<file path="config.mk">
export PLATFORM = sky130hd
export DESIGN_NAME = aes_cbc_dec_ctrl
export DESIGN_NICKNAME = d
export VERILOG_FILES = /design/src/rtl/aes_cbc_dec_ctrl.sv
export SDC_FILE = /design/constraint.sdc
export NUM_CORES = 1
export LEC_CHECK = 0
export BUFFER_PORTS_ARGS = -buffer_cell sky130_fd_sc_hd__buf_4
export CORE_AREA = 2 2 461 463
export DETAILED_ROUTE_END_ITERATION = 7
export DIE_AREA = 0 0 463 465
export HOLD_SLACK_MARGIN = 0.1
export PLACE_DENSITY = 0.41
export SLEW_MARGIN = 20
export SYNTH_ARGS = -nofsm -noshare
export SYNTH_HDL_FRONTEND = slang
export SYNTH_SLANG_ARGS = --single-unit
</file>
<file path="constraint.sdc">
create_clock -name clk -period 46.8 [get_ports clk]
set_clock_uncertainty 0.15 [all_clocks]
set_input_delay 4.68 -clock clk [delete_from_list [all_inputs] [get_ports clk]]
set_output_delay 4.68 -clock clk [all_outputs]
set_load 0.005 [all_outputs]
</file>
<file path="src/rtl/aes_cbc_dec_ctrl.sv">
// CBC-mode decrypt sequencer around an external AES decrypt core.
// One block in flight: accept ciphertext, run the core, XOR with the chain value, emit plaintext.
module aes_cbc_dec_ctrl #(
  parameter int unsigned TIMEOUT = 255
) (
  input  logic         clk,
  input  logic         rst,
  input  logic         cfg_valid,
  input  logic [1:0]   cfg_mode,
  input  logic [255:0] cfg_key,
  input  logic [127:0] cfg_iv,
  output logic         cfg_ready,
  input  logic         ct_valid,
  input  logic [127:0] ct_data,
  input  logic         ct_last,
  output logic         ct_ready,
  output logic         pt_valid,
  output logic [127:0] pt_data,
  output logic         pt_last,
  input  logic         pt_ready,
  output logic         core_start,
  output logic [1:0]   core_mode,
  output logic [255:0] core_key,
  output logic [127:0] core_ciphertext,
  input  logic [127:0] core_plaintext,
  input  logic         core_done,
  output logic         busy,
  output logic         err,
  output logic [15:0]  blk_cnt
);

  localparam int unsigned TW = (TIMEOUT < 2) ? 1 : $clog2(TIMEOUT + 1);

  typedef enum logic [2:0] {StIdle, StWaitCt, StStart, StRun, StOut} state_e;

  state_e         state_q, state_d;
  logic [1:0]     mode_q;
  logic [255:0]   key_q;
  logic [127:0]   chain_q;
  logic [127:0]   ct_q;
  logic           last_q;
  logic [127:0]   pt_data_q;
  logic           pt_last_q;
  logic           err_q;
  logic [15:0]    blk_cnt_q;
  logic [TW-1:0]  timer_q;

  logic cfg_legal;
  logic timeout_hit;

  assign cfg_legal   = cfg_valid && (cfg_mode != 2'b11);
  assign timeout_hit = (timer_q == TW'(TIMEOUT - 1));

  // State register
  always_ff @(posedge clk or posedge rst) begin
    if (rst) state_q <= StIdle;
    else     state_q <= state_d;
  end

  // Next-state logic
  always_comb begin
    state_d = state_q;
    unique case (state_q)
      StIdle:   if (cfg_legal) state_d = StWaitCt;
      StWaitCt: if (ct_valid) state_d = StStart;
      StStart:  state_d = StRun;
      StRun: begin
        if (core_done)        state_d = StOut;
        else if (timeout_hit) state_d = StIdle;
      end
      StOut:    if (pt_ready) state_d = pt_last_q ? StIdle : StWaitCt;
      default:  state_d = StIdle;
    endcase
  end

  // Output logic
  always_comb begin
    cfg_ready  = 1'b0;
    ct_ready   = 1'b0;
    core_start = 1'b0;
    pt_valid   = 1'b0;
    unique case (state_q)
      StIdle:   cfg_ready  = 1'b1;
      StWaitCt: ct_ready   = 1'b1;
      StStart:  core_start = 1'b1;
      StOut:    pt_valid   = 1'b1;
      default:  ;
    endcase
  end

  // Session, block and status registers
  always_ff @(posedge clk or posedge rst) begin
    if (rst) begin
      mode_q    <= 2'b00;
      key_q     <= '0;
      chain_q   <= '0;
      ct_q      <= '0;
      last_q    <= 1'b0;
      pt_data_q <= '0;
      pt_last_q <= 1'b0;
      err_q     <= 1'b0;
      blk_cnt_q <= '0;
      timer_q   <= '0;
    end else begin
      unique case (state_q)
        StIdle: begin
          if (cfg_legal) begin
            mode_q    <= cfg_mode;
            key_q     <= cfg_key;
            chain_q   <= cfg_iv;
            err_q     <= 1'b0;
            blk_cnt_q <= '0;
          end else if (cfg_valid) begin
            err_q <= 1'b1;
          end
        end
        StWaitCt: begin
          if (ct_valid) begin
            ct_q   <= ct_data;
            last_q <= ct_last;
          end
        end
        StStart: timer_q <= '0;
        StRun: begin
          if (core_done) begin
            pt_data_q <= core_plaintext ^ chain_q;
            pt_last_q <= last_q;
            chain_q   <= ct_q;
          end else if (timeout_hit) begin
            err_q <= 1'b1;
          end else begin
            timer_q <= timer_q + TW'(1);
          end
        end
        StOut: begin
          if (pt_ready && (blk_cnt_q != 16'hFFFF)) blk_cnt_q <= blk_cnt_q + 16'd1;
        end
        default: ;
      endcase
    end
  end

  assign busy            = (state_q != StIdle);
  assign err             = err_q;
  assign blk_cnt         = blk_cnt_q;
  assign pt_data         = pt_data_q;
  assign pt_last         = pt_last_q;
  assign core_mode       = mode_q;
  assign core_key        = key_q;
  assign core_ciphertext = ct_q;

endmodule

</file>
==> metrics.cfg <==
[outcome]
outcome = finished, final reports clean

[cts]
cts_hold_buf = 0
h-tree-depth = 3
cts_tree = built
clk_pin_slew_ns = 0.06
cts_buffer_depth = 3
cts_made_buffers = 88
cts_resized = 0
cts_root_buf = clkbuf_16
worstSkewPairLatency_ns = 0.71
clock_sinks = 672
cts_setup_buffers = 0

[worst_setup_path]
arrival_ns = 8.49
cp.required_ns = 47.30
critical_path_class = primary input to register
cp-start-kind = primary input
crit_fanout = 86
end_kind = register

[place]
gp_congestion = 0.8537
dp.cells = 6513
hpwl_mm = 109.7
numPortBuffers = 1185

[synthesis]
synth_top_family_by_area = simple AND/OR/NAND/NOR gates
synth_edf_count = 0
ys.flop_type = dfrtp_1
ys_ff_latch = 672
syn-instance-count = 2627
synth_warnings = 0
syn_avg_cell_area_sq_um = 10.44
synth_mux_area_share_pct = 10.09
synth_fa_ha_area_share_pct = 0.1369
netlist_area_sq_mm = 0.02743
synth_compound_area_share_pct = 5.484
synth.distinct_cells = 50
synth_nets = 3279
ys_seq_area_share_pct = 61.31
async_flop_share_pct = 100.0
synth-xor-area-share_pct = 4.503
yosys.area_share.simple_pct = 15.76

[detailed_routing]
drc = 0
vias_per_cell = 3.451
drt.antenna.violating_nets = 0
dr.pass1.iters = 5
routedWlPerCell_microns = 20.66
first_iter_violations = 1202
finalWirelength_mm = 138.1
vias = 23072

[die]
die_area_sq_mm = 0.2153
num_rows = 169
core-area_sq_mm = 0.2108
die_x_microns = 463
ios = 1186
start_util_pct = 13.01
die_h_microns = 465

[global_route]
antenna_found_initial = 49
grt_overflow_total = 0
grt_pass1_wl_mm = 190.9
grt_max_degree = 137
grt_pass1_vias = 23666
grtUsageTotal_pct = 12.47

[sta]
fmax_mhz = 125.1
slew_violations = 0
finalCriticalPeriod_ns = 7.996
rsz0062_at_grt = false
tns_ns = 0
hold_viol_final = 0
min_period_over_period_pct = 17.09
slew_headroom_pct = 33.23
report.final.setup_viol = 0
worst_pin_slew_ns = 1.002

[power]
pwr-share-comb_pct = 36.2
switching_share_pct = 36.49
internal_power_mw = 1.791
p_leak_nw = 20.60
power_frac_seq_pct = 37.7
switchingPower_mw = 1.029
vdd_drop_max_uv = 37.27
powerDensity_mw_per_mm2 = 66.29
pwr-share-clk_pct = 26.1

[finish]
layout-drive-gt1-share_pct = 36.49
fin_cells = 6685
fillers = 23319
register_area_sq_mm = 0.01682
multi_input_area_sq_mm = 0.009898
areaGrowthSynthToFinish_pct = 55.10
layout.nets = 4434

[worst_hold_path]
min_path_type = register to register

[flow_run]
maxCapViolCount = 0

## per-layer routing
layer | share of wire, % | track usage [%]
met5 | 0.15 | 0
met1 | 40 | 14.62
met3 | 10 | 5.565
met2 | 48 | 20.54
met4 | 2.0 | 3.412
## synth_stat cells (2+ instances only)
cell type	count	share of area, %
and3_1	3	0.068
o21ai_1	128	2.3
o31ai_1	4	0.11
nor2_1	19	0.26
dfrtp_1	672	61
a31oi_1	3	0.068
xor2_1	7	0.22
or2_1	2	0.046
nor4_2	2	0.091
nor3_1	4	0.073
mux2_2	31	1.3
mux2i_1	129	4.7
mux2_1	100	4.1
buf_1	3	0.041
nand4_1	12	0.27
and2_1	4	0.091
buf_2	61	1.1
a21o_1	2	0.055
buf_4	12	0.33
nor4_1	3	0.068
o21ai_0	132	2.4
inv_1	4	0.055
or4_1	3	0.082
nand2_1	1044	14
clkbuf_1	67	0.92
nor3b_1	2	0.055
buf_6	6	0.25
ha_1	3	0.14
xnor2_1	134	4.3
or3_1	4	0.091
o21a_1	2	0.055
nand3_1	3	0.055
a21oi_1	5	0.091
## worst max-delay path: stages
cell and delay [ns]:
buf_4 0.11, a21bo_2 0.25, nor4_4 0.22, buf_4 0.61
buf_4 0.66, buf_4 0.64, buf_4 0.85, nand2_1 0.15
nand2_1 0.10
## logic make-up after synthesis
logic type	after synthesis
xor+xnor	141
buf+inv	154
flops	672
compound gates	285
simple gates	1112
mux	260
fa+ha+maj	3
## flip-flops by register name (all words and copies together), names as in the netlist
| name | cells |
|---|---|
| core_mode | 2 |
| pt_data | 128 |
| chain_q | 128 |
| last_q | 1 |
| pt_last | 1 |
| core_key | 256 |
| state_q | 3 |
| err | 1 |
| blk_cnt | 16 |
| core_ciphertext | 128 |
| timer_q | 8 |
## layout by cell type (no fill, tap or decap), types with 2 or more instances in the layout
master	n
inv_1	3
nor3b_1	2
diode_2	8
and2_1	3
mux2i_1	129
clkinv_16	2
clkinv_8	3
or3_1	4
xnor2_1	134
inv_6	3
nand2_1	1043
xor2_1	7
clkbuf_1	18
a31oi_1	3
clkinv_2	15
nor2_1	19
and3_1	3
nand3_1	3
mux2_1	100
o21ai_0	132
ha_1	3
mux2_2	31
clkinvlp_4	3
o21a_1	2
a21o_1	2
nand4_1	12
a21oi_1	5
dfrtp_1	672
o31ai_1	4
clkbuf_8	19
nor4_1	3
bufinv_16	11
clkbuf_16	88
buf_4	1213
o21ai_1	128
or4_1	3
nor3_1	4
## power by group through the flow
stage	clock (mW)	combinational (mW)	sequential, mW
finish	0.737	1.02	1.06
global route	0.794	1.14	1.10
CTS	0.773	1.06	1.07
detailed placement	0	1.05	1.07
global placement	0	1.05	1.07
floorplan	0	0.443	1.02
## path summary, 6_finish.rpt
path | startpoint | to | slack [ns] | cells past startpoint
worst min register to register | core_key[189] | core_key[189] | 0.32 | 2
min in group asynchronous | rst | pt_data[67] | 3.93 | 2
worst max-delay path | cfg_mode[1] | core_key[156] | 38.80 | 9
max in group asynchronous | rst | core_key[13] | 39.18 | 6
worst min-delay path | core_key[189] | core_key[189] | 0.32 | 2
worst max register to register | state_q[0] | core_key[156] | 42.43 | 7
## stage by stage
stage	cell area [sq um]	hold WS, ns	worst slack (ns)	util [%]	power [mW]
floorplan	27430	0.3041	23.13	-	1.462
global route	42520	0.3362	38.52	20.17	3.026
CTS	42520	0.3279	38.86	20.17	2.896
finish	42540	0.3211	38.80	20.18	2.820
detailed placement	39400	0.3129	38.01	18.69	2.128
global placement	39400	0.3087	38.10	18.69	2.119
## final cells by class
class                           count  share of cell area, %
Antenna cell                        8                0.04706
Clock buffer                      125                  5.950
Clock inverter                     39                  1.391
Inverter                            5                0.06177
Multi-Input combinational cell   1801                  23.27
Sequential cell                   672                  39.53
Tap cell                         2821                  8.297
Timing Repair Buffer             1214                  21.45
No activity file was read; power rests on OpenSTA's default activity.
